==> config.mk <==
export PLATFORM = sky130hd
export DESIGN_NAME = spike_rate_meter_flat
export DESIGN_NICKNAME = d
export VERILOG_FILES = /design/src/rtl/spike_rate_meter_if.sv /design/src/rtl/spike_rate_meter.sv /design/src/flat_wrapper.sv
export SDC_FILE = /design/constraint.sdc
export NUM_CORES = 1
export LEC_CHECK = 0
export ABC_AREA = 1
export BUFFER_PORTS_ARGS = -buffer_cell sky130_fd_sc_hd__buf_2
export CORE_ASPECT_RATIO = 0.5
export CORE_MARGIN = 2
export CORE_UTILIZATION = 59
export CTS_CLUSTER_SIZE = 16
export DETAILED_ROUTE_END_ITERATION = 6
export GPL_ROUTABILITY_DRIVEN = 1
export PLACE_DENSITY = 0.88
export SYNTH_ARGS = -nofsm -noshare
export SYNTH_HDL_FRONTEND = slang
export SYNTH_SLANG_ARGS = --single-unit
==> constraint.sdc <==
create_clock -name clk -period 2.9 [get_ports clk]
set_clock_uncertainty 0.2 [all_clocks]
set_input_delay 0.29 -clock clk [delete_from_list [all_inputs] [get_ports clk]]
set_output_delay 0.29 -clock clk [all_outputs]
set_load 0.1 [all_outputs]
==> src/rtl/spike_rate_meter_if.sv <==
// spike_rate_meter_if: control inputs and measurement results of the spike rate meter
interface spike_rate_meter_if #(
  parameter int WIN_W = 16,
  parameter int CNT_W = 8,
  parameter int ISI_W = 12
);
  logic             ena;
  logic             clear;
  logic             spike;
  logic [WIN_W-1:0] win_len;
  logic [CNT_W-1:0] rate;
  logic             rate_valid;
  logic             rate_sat;
  logic [ISI_W-1:0] isi;
  logic             isi_valid;
  logic             busy;
  modport master (
    output ena, clear, spike, win_len,
    input  rate, rate_valid, rate_sat, isi, isi_valid, busy
  );
  modport slave (
    input  ena, clear, spike, win_len,
    output rate, rate_valid, rate_sat, isi, isi_valid, busy
  );
endinterface

==> src/rtl/spike_rate_meter.sv <==
// spike_rate_meter: windowed spike-edge rate counter with inter-spike interval measurement
module spike_rate_meter #(
  parameter int WIN_W = 16,
  parameter int CNT_W = 8,
  parameter int ISI_W = 12
) (
  input logic clk,
  input logic rst_n,
  spike_rate_meter_if.slave bus
);
  typedef enum logic {IDLE, RUN} state_t;
  state_t state, state_nxt;
  logic             spike_d;
  logic [WIN_W-1:0] win_cnt, win_n, n_load;
  logic [CNT_W-1:0] acc, acc_nxt, rate_q;
  logic             sat, sat_nxt, rate_sat_q, rate_valid_q;
  logic [ISI_W-1:0] isi_cnt, isi_q;
  logic             seen, isi_valid_q;
  logic             ev, last;
  assign bus.rate       = rate_q;
  assign bus.rate_sat   = rate_sat_q;
  assign bus.rate_valid = rate_valid_q;
  assign bus.isi        = isi_q;
  assign bus.isi_valid  = isi_valid_q;
  assign bus.busy       = (state == RUN);
  // state register
  always_ff @(posedge clk or negedge rst_n)
    if (!rst_n) state <= IDLE;
    else        state <= state_nxt;
  // next state, edge detect, window end and saturating accumulate
  always_comb begin
    state_nxt = bus.clear ? IDLE : (bus.ena ? RUN : IDLE);
    ev        = bus.spike & ~spike_d;
    last      = (state == RUN) && (win_cnt == win_n - 1'b1);
    acc_nxt   = (ev && !(&acc)) ? acc + 1'b1 : acc;
    sat_nxt   = sat | (ev & (&acc));
    n_load    = (bus.win_len == '0) ? WIN_W'(1) : bus.win_len;
  end
  // window counting, rate publication and interval measurement
  always_ff @(posedge clk or negedge rst_n) begin
    if (!rst_n) begin
      spike_d      <= 1'b0;
      win_cnt      <= '0;
      win_n        <= '0;
      acc          <= '0;
      sat          <= 1'b0;
      rate_q       <= '0;
      rate_sat_q   <= 1'b0;
      rate_valid_q <= 1'b0;
      isi_cnt      <= '0;
      seen         <= 1'b0;
      isi_q        <= '0;
      isi_valid_q  <= 1'b0;
    end else begin
      spike_d      <= bus.spike;
      rate_valid_q <= 1'b0;
      isi_valid_q  <= 1'b0;
      if (bus.clear) begin
        win_cnt    <= '0;
        win_n      <= '0;
        acc        <= '0;
        sat        <= 1'b0;
        rate_q     <= '0;
        rate_sat_q <= 1'b0;
        isi_cnt    <= '0;
        seen       <= 1'b0;
        isi_q      <= '0;
      end else begin
        if (state == IDLE) begin
          acc     <= '0;
          sat     <= 1'b0;
          win_cnt <= '0;
          if (bus.ena) win_n <= n_load;
        end else if (last) begin
          rate_q       <= acc_nxt;
          rate_sat_q   <= sat_nxt;
          rate_valid_q <= 1'b1;
          acc          <= '0;
          sat          <= 1'b0;
          win_cnt      <= '0;
          win_n        <= n_load;
        end else if (!bus.ena) begin
          acc     <= '0;
          sat     <= 1'b0;
          win_cnt <= '0;
        end else begin
          acc     <= acc_nxt;
          sat     <= sat_nxt;
          win_cnt <= win_cnt + 1'b1;
        end
        if (!bus.ena) begin
          seen    <= 1'b0;
          isi_cnt <= '0;
        end else if (ev) begin
          isi_cnt <= ISI_W'(1);
          seen    <= 1'b1;
          if (seen) begin
            isi_q       <= isi_cnt;
            isi_valid_q <= 1'b1;
          end
        end else if (seen && !(&isi_cnt)) begin
          isi_cnt <= isi_cnt + 1'b1;
        end
      end
    end
  end
endmodule

==> src/flat_wrapper.sv <==
// flat-port wrapper written by rule: the top's interface ports become plain ports
module spike_rate_meter_flat 
#(
  parameter int WIN_W = 16,
  parameter int CNT_W = 8,
  parameter int ISI_W = 12
)
  (clk, rst_n, bus_ena, bus_clear, bus_spike, bus_win_len, bus_rate, bus_rate_valid, bus_rate_sat, bus_isi, bus_isi_valid, bus_busy);
  spike_rate_meter_if #(.WIN_W(WIN_W), .CNT_W(CNT_W), .ISI_W(ISI_W)) bus_i ();
  input logic clk;
  input logic rst_n;
  input wire logic [$bits(bus_i.ena)-1:0] bus_ena;
  input wire logic [$bits(bus_i.clear)-1:0] bus_clear;
  input wire logic [$bits(bus_i.spike)-1:0] bus_spike;
  input wire logic [$bits(bus_i.win_len)-1:0] bus_win_len;
  output wire logic [$bits(bus_i.rate)-1:0] bus_rate;
  output wire logic [$bits(bus_i.rate_valid)-1:0] bus_rate_valid;
  output wire logic [$bits(bus_i.rate_sat)-1:0] bus_rate_sat;
  output wire logic [$bits(bus_i.isi)-1:0] bus_isi;
  output wire logic [$bits(bus_i.isi_valid)-1:0] bus_isi_valid;
  output wire logic [$bits(bus_i.busy)-1:0] bus_busy;
  assign bus_i.ena = bus_ena;
  assign bus_i.clear = bus_clear;
  assign bus_i.spike = bus_spike;
  assign bus_i.win_len = bus_win_len;
  assign bus_rate = bus_i.rate;
  assign bus_rate_valid = bus_i.rate_valid;
  assign bus_rate_sat = bus_i.rate_sat;
  assign bus_isi = bus_i.isi;
  assign bus_isi_valid = bus_i.isi_valid;
  assign bus_busy = bus_i.busy;
  spike_rate_meter #(.WIN_W(WIN_W), .CNT_W(CNT_W), .ISI_W(ISI_W)) u_core (.clk(clk), .rst_n(rst_n), .bus(bus_i));
endmodule
### After elaboration in Yosys (flattened, before gate mapping)

Index checks and enable logic that the tools add are counted.

| operators by class | value |
|---|---|
| add/sub/neg operators | 4 |
| eq/ne operators | 4 |
| multiplexer cells | 44 |
| bitwise logic cells | 4 |
| reductions and logical operators | 17 |

Operators by type and width:

| cell | count |
|---|---|
| $mux 16 | 9 |
| $mux 12 | 8 |
| $mux 8 | 8 |
| $mux 1 | 19 |
| $add 16x1->16 const B | 1 |
| $eq 16x16->1 | 1 |
| $logic_not 16->1 | 1 |
| $sub 16x1->16 const B | 1 |
| $add 12x1->12 const B | 1 |
| $reduce_and 12->1 | 1 |
| $reduce_bool 2->1 | 5 |
| $add 8x1->8 const B | 1 |
| $reduce_and 8->1 | 1 |
| $ne 4x1->1 const B | 1 |
| $reduce_and 2->1 | 2 |
| $logic_and 1x1->1 | 3 |
| $ne 3x1->1 const B | 1 |
| $ne 3x3->1 const B | 1 |
| $reduce_and 3->1 | 1 |
| $reduce_bool 3->1 | 1 |
| $and 1x1->1 | 2 |
| $logic_not 1->1 | 2 |
| $not 1->1 | 1 |
| $or 1x1->1 | 1 |

| word-level totals | value |
|---|---|
| register bits | 79 |
| output and inout port bits | 24 |
| word-level logic and storage cells | 86 |

### Longest topological paths before layout

Gate-level depths: netlist of run 1.

| depth | value |
|---|---|
| depth after elaboration | 8 |
| mapped depth | 16 |
| gate-level depth less buffers | 15 |

### Worst setup path before layout of run 1

No wires, ideal clock.

| path | value |
|---|---|
| kind | reg-to-reg |
| start | reg u_core.state, in the netlist u_core.bus.busy |
| end | reg u_core.rate_q[3], in the netlist u_core.bus.rate[3] |
| data arrival time | 2.208 ns |
| required time | 2.579 ns |
| path slack | 0.372 ns |
| stages on the path, launching flop included | 14 |
| period minus slack after synthesis | 2.528 ns |
| cells stage by stage | dfrtp_1 > inv_1 > a21oi_1 > nand3_1 > nor2_1 > nand2_1 > nor2_1 > nand2_1 > nor2_2 > nand2_2 > buf_6 > buf_6 > nand3_1 > nand2_1 |

| on the way | value |
|---|---|
| longest elaborated chain between the ends | 3 |
| elaborated cells between the ends (all ways) | 4 |
| classes of those cells | 4 x reduce/logical |

Ends and longest elaborated chain:

| item | RTL line | source |
|---|---|---|
| from (decl) | spike_rate_meter.sv:12 | `state_t state, state_nxt;` |
| from (signal assigned) | spike_rate_meter.sv:29 | `else state <= state_nxt;` |
| $logic_and 1x1->1 | spike_rate_meter.sv:34 | `last = (state == RUN) && (win_cnt == win_n - 1'b1);` |
| $reduce_bool 2->1 (no source line) | n/a |  |
| $reduce_and 2->1 (no source line) * | n/a |  |
| to (signal assigned) | spike_rate_meter.sv:75 | `rate_q <= acc_nxt;` |
| to (decl) | spike_rate_meter.sv:15 | `logic [CNT_W-1:0] acc, acc_nxt, rate_q;` |

Every way passes the cells marked *; elsewhere a longest branch is shown, timed or not.
A chain may end at the register's enable or synchronous reset.

### Worst setup path in the final report of run 1

| path | value |
|---|---|
| start | reg u_core.win_n[0] |
| end | reg u_core.win_cnt[10] |

| on the way | value |
|---|---|
| longest elaborated chain between the ends | 6 |

Ends and longest elaborated chain:

| item | RTL line | source |
|---|---|---|
| from (decl) | spike_rate_meter.sv:14 | `logic [WIN_W-1:0] win_cnt, win_n, n_load;` |
| from (signal assigned) | spike_rate_meter.sv:73 | `if (bus.ena) win_n <= n_load;` |
| from (signal assigned) | spike_rate_meter.sv:81 | `win_n <= n_load;` |
| $sub 16x1->16 | spike_rate_meter.sv:34 |  |
| $eq 16x16->1 | spike_rate_meter.sv:34 |  |
| $logic_and 1x1->1 | spike_rate_meter.sv:34 |  |
| $mux 16 | spike_rate_meter.sv:74 | `end else if (last) begin` |
| $mux 16 | spike_rate_meter.sv:69 | `if (state == IDLE) begin` |
| $mux 16 | spike_rate_meter.sv:58 | `if (bus.clear) begin` |
| to (signal assigned) | spike_rate_meter.sv:89 | `win_cnt <= win_cnt + 1'b1;` |
| to (decl) | spike_rate_meter.sv:14 |  |

No other way between the ends.

==> results.txt, run 1 <==
Along the worst hold path, the cell count comes to 3. VDD sags by at most 0.0003636 V. The routed layout has 4331 vias.

OpenSTA, run right after detailed placement, puts the worst setup slack at 0.2821 ns. The repair_antennas step left the layout with diodes totalling 0. The run gives 45 as the number of top-level pins.

The flow ran to the end, and the final reports show no timing, DRC or antenna violations. The adder and majority cell fraction of the synthesized area is 0.01102. CTS built an H-tree with a depth of 3. The largest family of logic cells by synthesized area was simple AND/OR/NAND/NOR gates. STA classifies the critical path startpoint as a flip-flop. Setup repair after global routing left no endpoint under its margin. The tools report the post-synth net total as 651. The data required time of the critical path was 2.90 ns. The logs give 0 for the global route total overflow and 79 for the clock sink count.

The initial cell density of the core came out at 0.6132. TritonCTS built the clock tree. The dominant delay contributor by cell family on the critical path was simple AND/OR/NAND/NOR gates. For the total leakage power, the log shows 2.604 nW. For the clock network latency to the later pin of the worst-skew pair, the log shows 0.33 ns. The run gives 0 as the number of max-slew violations in the final report.

The final number of hold-violating endpoints is 0, and the power density over cell area is 506.8 nW/um^2. The share of synthesized cell area in and, or, nand and nor gates works out to 0.3486. Biggest area consumer among synthesized cells: dfrtp_1.

The number of clock buffers added by TritonCTS is 9. The path type of the worst min-delay path was primary input to flip-flop. In the post-synthesis netlist, the biggest area contributors are dfrtp_1 44%, nand2_1 13%, nor2_1 7.5%. The critical path is of the flip-flop to flip-flop type. The die extent in y works out to 66.03 um. The layout net count is 696.

The logs give 0 for the initial antenna violation count and 2 for the worst-case clock buffer depth. The run gives 0.3545 as the met1 track demand over resource in global routing. The number of global-route vias before repair was 4042; the iteration-0 DRC count of the detailed router was 390.

Entering global routing, the biggest net connects 80 pins. Once placement finished, the instance area stood at 4828 um^2. The area enclosed by the die boundary came out at 8456 um^2. The slowest stage of the critical path belongs to the cell dfrtp_1. The synthesized netlist contains 33 unique library cells. The number of cells on the worst reg-to-reg path is 14. The die is 128.1 um wide. The run gives 0.3477 as the relative slew slack. The signal on the critical path passes through inv_1, ha_1, nand2_1, inv_1, nor2_1, nand3_1, nor2_1, nand2_1, nor2_1, nand2_1, nor2_2, nand2_2, nand2_2, nor3_1. The worst path needs 2.727 ns of the cycle, external delays included. The tools report the weighted congestion reported at the end of routability-driven placement as 1.026. The multiplexer share of the synthesized area is 0.

The mapped netlist covers 4541 um^2. The tools report the total global routing track utilization as 0.2841. Area share of the leading cell type in the synthesized netlist: 0.4354. In this run, synthesis produced a sequential element count of 79. The area of the core was 7405 um^2; the HPWL reported at the end of detailed placement was 7720 um. The pin slew with the least headroom to its limit was 0.9784 ns; the setup slack after layout was 0.1725 ns. The tools report the final-report setup violation count as 0. The first detailed-routing pass ran for 5 iterations.

The share of layout cells above drive strength 1 came out at 0.1124. Root buffer selected by CTS: clkbuf_16. Data on the critical path arrives at its endpoint at 2.72 ns. The cell count after synthesis came out at 626. Adding up every negative setup slack in the final design gives 0 ns. The share of synthesized area occupied by flip-flops and latches came out at 0.4354. Based on the critical path, the design can be clocked at up to 366.6 MHz.

The synthesized area per cell works out to 7.253 um^2. For this run, the number of Yosys warnings is 0. For the final design instance area without fill, the log shows 5157 um^2. The met3 demand-to-capacity share in global routing is 0.06796. STA classifies the critical path endpoint as a flip-flop. The global routing stage identified its most utilized layer as met2. The number of I/O port buffers is 44, and the relative area change from synthesis to final layout is 13.59%.

The number of stages on the worst setup path was 14. Delay contributed by the slowest stage of the critical path: 0.42 ns. The share of the clock period used by the worst path after layout is 0.9405, and the total detailed-routing wirelength is 11180 um. The post-synthesis share of cell area spent on xor and xnor gates is 0.05401. Clock-pin slew was measured on the worst setup and hold paths at 0.06 ns. For the number of violations of the max-capacitance limit, the log shows 0. In this run, post-CTS repair resized a total of 0 instances.

The floorplan has 22 rows. After detailed routing, the average wire length per cell comes to 14.48 um. The largest driver fanout on the critical path is 18, and the worst hold-check slack is 0.05019 ns.

In the routed layout, each cell is associated on average with a via count of 5.610. Number of inserted filler cells in the final layout: 554. The global-route met2 utilization is 0.4693. The logs give 18580 um for the first-pass GRT wire length and 0 for the number of remaining DRC errors. Counting both buffers and inverters, the worst setup path holds a total of 2. The share of the synthesized area in compound gates (AO/OA/AOI/OAI) was 0.05869. For the residual antenna-violating net count after detailed routing, the log shows 0.
==> synthesized netlist by cell type, drive strengths merged <==
cell type and n:
xor2 18, inv 89, o21a 2, nor4 7
nand2 157, a21oi 16, nor3 17, a211oi 1
clkbuf 8, o21ai 27, or2 1, ha 4
a31oi 1, dfrtp 79, and3 4, nor2 96
o21bai 3, and2 1, nand4 23, nand3 50
buf 8, xnor2 10, nand3b 4
==> worst reg2reg max path, stage by stage (launching register included) <==
cell and delay [ns]:
dfrtp_1 0.42, inv_1 0.10, ha_1 0.34, nand2_1 0.08, inv_1 0.05, nor2_1 0.13, nand3_1 0.11, nor2_1 0.14
nand2_1 0.06, nor2_1 0.10, nand2_1 0.10, nor2_2 0.17, nand2_2 0.14, nand2_2 0.34, nor3_1 0.11
==> sequential cells by signal (all words and copies together) (netlist names) <==
name,flops
u_core.bus.busy,1
u_core.spike_d,1
u_core.isi_cnt,12
u_core.acc,8
u_core.bus.rate_valid,1
u_core.bus.rate,8
u_core.bus.rate_sat,1
u_core.win_cnt,16
u_core.bus.isi,12
u_core.seen,1
u_core.sat,1
u_core.bus.isi_valid,1
u_core.win_n,16
==> cell usage in the layout, fill, tap and decap left out, types with 2 or more instances in the layout <==
cell type / synthesis / layout
a21oi_1: 16 / 16
and3_1: 4 / 4
buf_2: 1 / 43
buf_4: 2 / 5
clkbuf_16: 0 / 9
clkbuf_8: 0 / 2
clkinv_2: 0 / 2
dfrtp_1: 79 / 79
dlygate4sd3_1: 0 / 2
ha_1: 4 / 4
inv_1: 89 / 89
nand2_1: 153 / 153
nand2_2: 4 / 4
nand3_1: 49 / 49
nand3b_1: 4 / 4
nand4_1: 23 / 23
nor2_1: 91 / 91
nor2_2: 3 / 3
nor2_4: 2 / 2
nor3_1: 16 / 16
nor4_1: 7 / 7
o21a_1: 2 / 2
o21ai_0: 26 / 26
o21bai_1: 3 / 3
xnor2_1: 10 / 10
xor2_1: 18 / 18
==> area by class of cell <==
| type | count | area (um^2) | area share |
|---|---|---|---|
| Tap cell | 96 | 120.1 | 0.02329 |
| Clock buffer | 11 | 252.7 | 0.04901 |
| Multi-Input combinational cell | 442 | 2145 | 0.4158 |
| Inverter | 89 | 334.1 | 0.06477 |
| Timing Repair Buffer | 50 | 272.8 | 0.05289 |
| Clock inverter | 5 | 56.30 | 0.01092 |
| Sequential cell | 79 | 1977 | 0.3833 |
==> kinds of logic (layout without fill, tap and decap cells) <==
logic type,after synthesis,in the layout
flops,79,79
buf+inv,105,155
fa+ha+maj,4,4
xor+xnor,28,28
compound gates,50,50
simple gates,360,360
==> power by group <==
group,leakage (nW),internal (mW),switching [mW],total [mW]
Sequential,1.08,1.12,0.0313,1.16
Combinational,1.37,0.0999,0.215,0.315
Clock,0.152,0.711,0.432,1.14
Total,2.60,1.94,0.678,2.61
==> stage by stage <==
step,power [mW],instances,util
finish,2.614,772,0.6965
detailed placement,1.478,754,0.6521
floorplan,1.380,626,-
global placement,1.470,754,0.6521
global route,2.718,772,0.6965
CTS,2.623,772,0.6965
==> what timing repair did <==
item,CTS,global route
hold buffers,2,0
buffers inserted,0,0
setup endpoints to repair,0,0
endpoints found under the hold margin,80,0
==> path summary, 6_finish.rpt <==
check / slack, ns / from / end
worst max-delay path: 0.17 / u_core.win_n[0] / u_core.win_cnt[10]
worst min-delay path: 0.05 / bus_ena / u_core.win_cnt[14]
worst max register to register: 0.17 / u_core.win_n[0] / u_core.win_cnt[10]
worst min register to register: 0.32 / u_core.bus.isi[3] / u_core.bus.isi[3]
max in group asynchronous: 1.39 / rst_n / u_core.win_n[8]
min in group asynchronous: 0.48 / rst_n / u_core.bus.isi[5]
==> layer usage <==
metal | vias to the layer above | share of wire
met5 | - | 0
met4 | 0 | 0.032
met3 | 41 | 0.076
met2 | 180 | 0.47
met1 | 2022 | 0.42
li1 | 2088 | -
Note: power is estimated with default switching activity, not from simulation.
==> run 2: changes to the inputs <==
--- a/config.mk
+++ b/config.mk
@@ -5,7 +5,7 @@
 export SDC_FILE = /design/constraint.sdc
 export NUM_CORES = 1
 export LEC_CHECK = 0
-export ABC_AREA = 1
+export ABC_AREA = 0
 export BUFFER_PORTS_ARGS = -buffer_cell sky130_fd_sc_hd__buf_2
 export CORE_ASPECT_RATIO = 0.5
 export CORE_MARGIN = 2
==> run 2 against run 1 <==
Net effect: the flow now finishes with violations (negative setup slack); synthesized cell count shrank 27%; sequential power hardly changed; critical path depth stayed put; synthesized area down 3.9%; global-route usage is essentially flat; count of clock-buffer cells in the layout decreased by 1; via count shrank 9.5%; maximum frequency decreased by 14%; critical path type unchanged; critical endpoint is now u_core.win_n[15]; largest power group is now clock.
==> results.txt, run 2 <==
The final reports fail on negative setup slack. The unique cell type count in the Yosys netlist is 50. The number of standard-cell rows in the floorplan is 22. The worst register-to-register path ends at u_core.win_n[15].

The first-pass GRT wire length was 18190 um. After detailed routing, the number of remaining DRC violations is 0. The global route total overflow came out at 0. The cell area that synthesis handed to floorplanning was 4363 um^2.

The maximum number of pins on one net before global-route repair is 80, and the final number of hold-violating endpoints is 0. The global-route met2 utilization came out at 0.4655. In the synthesized netlist the dominant register cell turns out to be dfrtp_1.

The area share of the leading cell type in the synthesized netlist is 0.4531. The count of yosys warnings during synthesis is 0, and the HPWL reported at the end of detailed placement is 6653 um. The detailed-routing iteration count for the pre-antenna-repair pass was 7; the fmax was 315.6 MHz. During placement, the flow inserted port buffers numbering 44. The type of destination of the critical path was a flip-flop. The routed via count divided by cell count is 6.239. In this run, CTS created clock tree buffers numbering 9. After detailed routing, the average wire length per cell comes to 19.35 um.

Clock-pin slew was measured on the worst setup and hold paths at 0.06 ns. For the total global routing track utilization, the log shows 0.2843. The path type of the worst min-delay path was primary input to flip-flop. The relative slew slack came out at 0.3418. The worst register-to-register path has a depth of 14. The synthesized area per cell was 9.568 um^2; the post-synth net total was 481.

The logs give 12150 um for the total detailed-routing wirelength and 0.09083 for the met3 demand-to-capacity share in global routing. From left edge to right edge, the die measures 125.6 um. The die extent in y is 64.81 um.

The layout net count was 552. Setup violations remaining at the end of the flow were counted as 50. The library cell used most frequently in the layout, excluding fill and tap cells, is dfrtp_1. The run gives 0 as the number of violations of the max-capacitance limit. The H-tree level count came out at 3.

Traced cell by cell, the critical path runs through inv_2, ha_4, buf_4, buf_4, nand2_1, o31ai_1, o31ai_1, or2_2, nor4_4, buf_6, buf_4, nor2_4, buf_12, mux2i_1. The run gives 0.6027 as the initial cell density of the core. By instance count, the cell type seen most on the critical path is buf_4.

The run gives 5355 um^2 as the final design instance area without fill. The data arrival time of the critical path is 3.22 ns. The largest registers in the layout are u_core.win_cnt x16, u_core.win_n x16. OpenSTA, run right after detailed placement, puts the worst setup slack at -0.09917 ns. The async set or reset register ratio after synthesis was 1.000. The run gives 0 as the number of max-slew violations in the final report. The power density over cell area is 503.4 nW/um^2.

The total leakage power is 2.376 nW. TritonCTS built the clock tree. The root buffer cell chosen for the clock tree is clkbuf_16. Counting flops and latches in the post-synthesis netlist gives 79.

The pin slew with the least headroom to its limit came out at 0.9873 ns. In this design, the stage delay of the slowest critical-path cell is 0.41 ns. After filler insertion, the fill cell instance count of the layout stands at 441.

The run gives 7239 um^2 as the area of the core. The number of enable flip-flop cells after synthesis is 0, and the clock network latency to the later pin of the worst-skew pair is 0.35 ns. In this run the critical register-to-register path is launched from u_core.win_n[0]. The tools report the initial antenna violation count as 0. The die covers 8140 um^2.

The startpoint identified for the worst hold timing path is bus_win_len[10]. The cell count after synthesis came out at 456. Counting along the longest clock path gives a buffer depth of 2. Via count: 3918.

The worst hold path passes through 3 cells. The worst hold path terminates at u_core.win_n[10]. For the number of top-level pins, the log shows 45. Setup repair after global routing could not meet its margin everywhere. The logs give -0.2684 ns for the setup slack after layout and 0.0004732 V for the highest ir drop seen on vdd. Share of the clock period used by the worst path after layout: 1.093. The final critical delay including setup and external delays works out to 3.168 ns. In the layout the commonest cells are 77 x dfrtp_1, 48 x nand2_1, 43 x buf_2. After layout, the design draws a total of 2.696 mW.

The run gives 4782 um^2 as the standard cell area after detailed placement. In this run the remaining antenna-violating nets after routing total 0. Along the worst path, the maximum fanout reaches 7. Type of the worst setup path: flip-flop to flip-flop. The largest individual stage delay along the critical path comes from the cell dfrtp_1. The met1 track demand over resource in global routing was 0.3626; the clock sink count was 79.

Global routing's busiest layer: met2. The data required time of the critical path is 2.95 ns, and the weighted congestion reported at the end of routability-driven placement is 0.9897. The worst setup path is launched from a flip-flop. Library cell with the highest instance count after synthesis: dfrtp_1.

The tools report the final standard cell utilization of the core as 0.7397. The run finished, with violations left. The number of global-route vias before repair is 3636. The run gives 0.4531 as the share of synthesized area occupied by flip-flops and latches.

The share of layout cells above drive strength 1 came out at 0.2312. The iteration-0 DRC count of the detailed router was 490. Summed over all instances, the cell type with the most area after synthesis is dfrtp_1.

By area the synthesized netlist is led by dfrtp_1 45%, mux2i_1 6.0%, xor2_1 5.8%. The tools report the number of diodes added for antenna fixing as 0. The area growth from synthesis to layout is 22.74%.

The register-to-register setup slack came out at -0.27 ns. The commonest cells after synthesis are 79 x dfrtp_1, 48 x nand2_1, 44 x nor2_1.
## run 2: changes by cell type after synthesis, moves of 11 or more
cell | previous run | this run
inv_1 | 89 | 13
nor2b_1 | 0 | 13
nor2_1 | 91 | 44
o21ai_0 | 26 | 8
nand3_1 | 49 | 16
mux2i_1 | 0 | 26
nand2b_1 | 0 | 30
nand2_1 | 153 | 48
xor2_1 | 18 | 29
## run 2: per-stage QoR
| step | cells | hold WS [ns] | TNS (ns) |
|---|---|---|---|
| after floorplan | 456 | -0.2056 | -3.337 |
| after global routing | 628 | 0.01365 | -13.01 |
| final | 628 | 0.01312 | -8.496 |
| after detailed placement | 594 | 0.2425 | -2.620 |
| after global placement | 594 | 0.2403 | 0 |
| after CTS | 618 | 0.001816 | -0.08116 |
## run 2: cell families after synthesis
logic type / count (synthesis) / synth area share
AOI/OAI and AO/OA: 50 / 0.07686
DFF: 79 / 0.4531
muxes: 27 / 0.06223
xor gates and xnor gates: 48 / 0.09636
and+or+nand+nor: 215 / 0.2630
buffers and inverters: 33 / 0.03699
adders and majority gates: 4 / 0.01147
## run 2: worst max path at each step
stage / to / cells past startpoint / start / slack [ns]
finish: u_core.win_n[15] / 14 / u_core.win_n[0] / -0.27
global route: u_core.win_n[15] / 12 / u_core.win_n[0] / -0.36
CTS: u_core.bus.rate[7] / 10 / u_core.win_n[1] / -0.04
detailed placement: u_core.bus.rate_sat / 10 / u_core.win_n[0] / -0.1
global placement: u_core.bus.rate[6] / 10 / u_core.win_n[0] / 0.009
floorplan: u_core.bus.rate[1] / 9 / u_core.win_n[0] / -0.10
## run 2: worst max-delay path: cells and delay by family (launching register included)
kind	cells	cell delay (ns)
AND/OR/NAND/NOR	4	0.79
multiplexers	1	0.20
AO/OA/AOI/OAI	2	0.54
adder cells (fa/ha/maj)	1	0.13
flip-flops	1	0.41
buffers and inverters	6	0.80
## run 2: power breakdown
group | internal (mW) | switching [mW]
combinational | 0.165 | 0.217
clock | 0.694 | 0.472
sequential | 1.12 | 0.0272
## run 2: layer usage
metal  up-vias  part of all wire
met5         -                 0
met4         0             0.040
met3        67             0.075
met2       251              0.48
met1      1880              0.41
li1       1720                 -
## run 2: repair_timing
| item | CTS | global route |
|---|---|---|
| pin swaps | 2 | 7 |
| buffers inserted | 4 | 8 |
| endpoints found under the hold margin | 82 | 0 |
| gates resized for setup | 4 | 13 |
| hold buffers | 4 | 0 |
| endpoints found under the setup margin | 49 | 50 |
| gates cloned | 0 | 2 |
## run 2: area by class of cell
| class | count | area [um^2] | area share |
|---|---|---|---|
| Clock buffer | 10 | 239.0 | 0.04463 |
| Tap cell | 96 | 120.1 | 0.02243 |
| Sequential cell | 79 | 1979 | 0.3696 |
| Timing Repair Buffer | 80 | 566.8 | 0.1058 |
| Multi-Input combinational cell | 344 | 2335 | 0.4360 |
| Inverter | 13 | 48.80 | 0.009112 |
| Clock inverter | 6 | 66.31 | 0.01238 |
==> run 3: changes to the inputs <==
--- a/config.mk
+++ b/config.mk
@@ -9,11 +9,11 @@
 export BUFFER_PORTS_ARGS = -buffer_cell sky130_fd_sc_hd__buf_2
 export CORE_ASPECT_RATIO = 0.5
 export CORE_MARGIN = 2
-export CORE_UTILIZATION = 59
+export CORE_UTILIZATION = 50
 export CTS_CLUSTER_SIZE = 16
 export DETAILED_ROUTE_END_ITERATION = 6
 export GPL_ROUTABILITY_DRIVEN = 1
-export PLACE_DENSITY = 0.88
+export PLACE_DENSITY = 0.77
 export SYNTH_ARGS = -nofsm -noshare
 export SYNTH_HDL_FRONTEND = slang
 export SYNTH_SLANG_ARGS = --single-unit
==> run 3 against run 2 <==
Net effect: combinational power is 15% lower; cell count up 1.8%; maximum frequency increased by 8.4%; the run still ends with negative setup slack left; sequential power barely moved; global-route usage is 6.0 points lower; critical path type unchanged; hold slack lost 0.0022 ns; clock power decreased by 7%; count of clock-buffer cells in the layout is 1 higher.
==> results.txt, run 3 (synthesis results as in run 2) <==
The flow ran to the end, but the final reports show violations. The checks that failed: negative setup slack. The clock tree synthesis step divided the H-tree into 3 levels.

For this block, wires on met1 add up to 4417 um. For the pin with the worst max-slew slack, the measured transition is 0.8205 ns. The delay contributed by the slowest stage of the critical path was 0.52 ns; the share of layout cells above drive strength 1 was 0.1935.

The core region is 8588 um^2. Max-cap violations in this run came to 0. The total clock buffers created by CTS is 9, and the power density over cell area is 491.9 nW/um^2. The residual antenna-violating net count after detailed routing is 0.

The share of the clock period used by the worst path after layout came out at 1.008. The critical-path cell with the highest stage delay was or4b_4. The run gives 342.1 MHz as the fmax. The highest ir drop seen on vdd is 0.0003191 V. TritonCTS built the clock tree. The worst setup path is of the flip-flop to flip-flop kind. Clock-pin slew was measured on the worst setup and hold paths at 0.06 ns. For the layout net count, the log shows 543. After detailed routing, the total wire length is 9836 um.

Clock latency on the worst-skew pair, taken at its later pin, is 0.34 ns. After detailed routing, the number of remaining DRC violations is 0. In the layout the commonest cells are 78 x dfrtp_1, 48 x nand2_1, 44 x nor2_1. The final critical delay including setup and external delays was 2.923 ns; the initial cell density of the core was 0.5080. Walking the worst path, the cells encountered are inv_2, ha_4, or4b_4, a2111oi_4, o2111ai_2, nor4_4, buf_6, buf_12, mux2i_1, nor2b_1. The die is 136.1 um wide. The type of destination of the critical path is a flip-flop.

The tools report the number of max-slew violations in the final report as 0. In this run the top signal layer used is met4. The worst hold path belongs to the class primary input to flip-flop. For this block, the initial DRC count from the detailed router was 276. For the relative slew slack, the log shows 0.4530. The first global-routing pass estimated 16660 um of wire. The routed via count divided by cell count works out to 5.518. The routed wire length on met2 was 4909 um. At the worst endpoint, the arrival time is 2.99 ns. Setup violations remaining at the end of the flow were counted as 15. The dominant delay contributor by cell family on the critical path was simple AND/OR/NAND/NOR gates. The tools report the maximum number of pins on one net before global-route repair as 61. The HPWL reported at the end of detailed placement was 6582 um; the number of top-level pins was 45. Total leakage power: 2.294 nW. The cell sitting at the root of the clock tree is a clkbuf_16. The final number of hold-violating endpoints was 0; the clock sink count was 79. In this run the worst path has a maximum fanout of 11. The run gives 3460 as the number of global-route vias before repair. The critical path contains buffers and inverters numbering 3 combined.

OpenSTA, run right after detailed placement, puts the worst setup slack at -0.1071 ns. For the total global routing track utilization, the log shows 0.2245. Relative to the synthesized area, the layout overhead comes to 19.50%. No sink is reached through more buffers than the 2 on the longest clock path. The number of standard-cell rows in the floorplan is 24, and the data required time of the critical path is 2.97 ns. The area enclosed by the die boundary was 9535 um^2; the per-cell routed wire length was 15.39 um. The logs give -0.02274 ns for the setup slack after layout and 0 for the initial antenna violation count. The global route total overflow was 0.

Setup repair after global routing could not meet its margin everywhere. Die extent in y: 70.06 um. The largest registers in the layout are u_core.win_cnt x16, u_core.win_n x16.

In this run the tool buffered the top-level ports with 44 buffer cells. The repair_antennas step left the layout with diodes totalling 0. Weighted congestion reported at the end of routability-driven placement: 0.8973. The worst setup path is launched from a flip-flop.

The final route contains 3526 vias. The run gives 306 um as the met3 routed wirelength. For the final standard cell utilization of the core, the log shows 0.6071.

Leaving out fill and tap cells, the most frequent cell in the layout is dfrtp_1. The first TritonRoute pass finished after 4 iterations.
## run 3: cell count changes in the layout (fill, tap and decap cells not counted), sizes merged
| cell | change |
|---|---|
| dlygate4sd3 | -2 |
| clkinv | -1 |
| buf | -6 |
| inv | -2 |
| clkinvlp | +1 |
## run 3: area by class of cell
| type | count | area, um^2 |
|---|---|---|
| clock buffers | 11 | 232.7 |
| clock inverters | 4 | 47.55 |
| fillers | 718 | 3374 |
| inverters | 13 | 48.80 |
| multi-input cells | 344 | 2271 |
| flip-flops and latches | 79 | 1978 |
| well taps | 117 | 146.4 |
| repair buffers | 71 | 489.2 |
## run 3: path summary, 6_finish.rpt
kind / start / to / slack, ns / cells after the start
worst min-delay path: bus_win_len[10] / u_core.win_n[10] / 0.01 / 3
worst min register to register: u_core.bus.isi[10] / u_core.bus.isi[10] / 0.32 / 2
worst max-delay path: u_core.win_n[0] / u_core.bus.rate[1] / -0.02 / 10
worst max register to register: u_core.win_n[0] / u_core.bus.rate[1] / -0.02 / 10
min in group asynchronous: rst_n / u_core.bus.rate[0] / 0.40 / 2
max in group asynchronous: rst_n / u_core.win_n[2] / 1.53 / 3
## run 3: worst reg2reg max path: stages, from the launching register on
cell,delay [ns]
dfrtp_1,0.41
inv_2,0.08
ha_4,0.12
or4b_4,0.52
a2111oi_4,0.37
o2111ai_2,0.20
nor4_4,0.30
buf_6,0.17
buf_12,0.15
mux2i_1,0.20
nor2b_1,0.14
## run 3: per-layer routing
| layer | global-route usage | vias up |
|---|---|---|
| li1 | - | 1698 |
| met3 | 0.05737 | 20 |
| met5 | 0 | - |
| met2 | 0.3769 | 62 |
| met1 | 0.2806 | 1746 |
| met4 | 0.08449 | 0 |
## run 3: what timing repair did
| item | in CTS | in global routing |
|---|---|---|
| endpoints found under the hold margin | 60 | 0 |
| endpoints found under the setup margin | 50 | 50 |
| setup buffers | 3 | 1 |
| hold buffers | 2 | 0 |
| gates cloned | 0 | 1 |
| resized for setup | 2 | 2 |
| pin swaps | 6 | 1 |
## run 3: power breakdown
group / switching [mW] / internal (mW) / leakage, nW
combinational: 0.184 / 0.143 / 1.07
clock: 0.434 / 0.659 / 0.135
sequential: 0.0248 / 1.12 / 1.09
total: 0.643 / 1.92 / 2.29
## run 3: stage by stage
stage / power [mW] / setup TNS (ns) / cells / instance area [um^2] / hold slack (ns)
6_report: 2.564 / -0.1140 / 639 / 5214 / 0.01093
5_1_grt: 2.657 / -4.763 / 639 / 5214 / 0.02983
4_1_cts: 2.574 / -0.04374 / 637 / 5177 / 0.002674
3_5_place_dp: 1.472 / -3.199 / 617 / 4836 / 0.2249
3_3_place_gp: 1.462 / -1.680 / 617 / 4836 / 0.2205
2_1_floorplan: 1.364 / -3.337 / 456 / 4404 / -0.2056
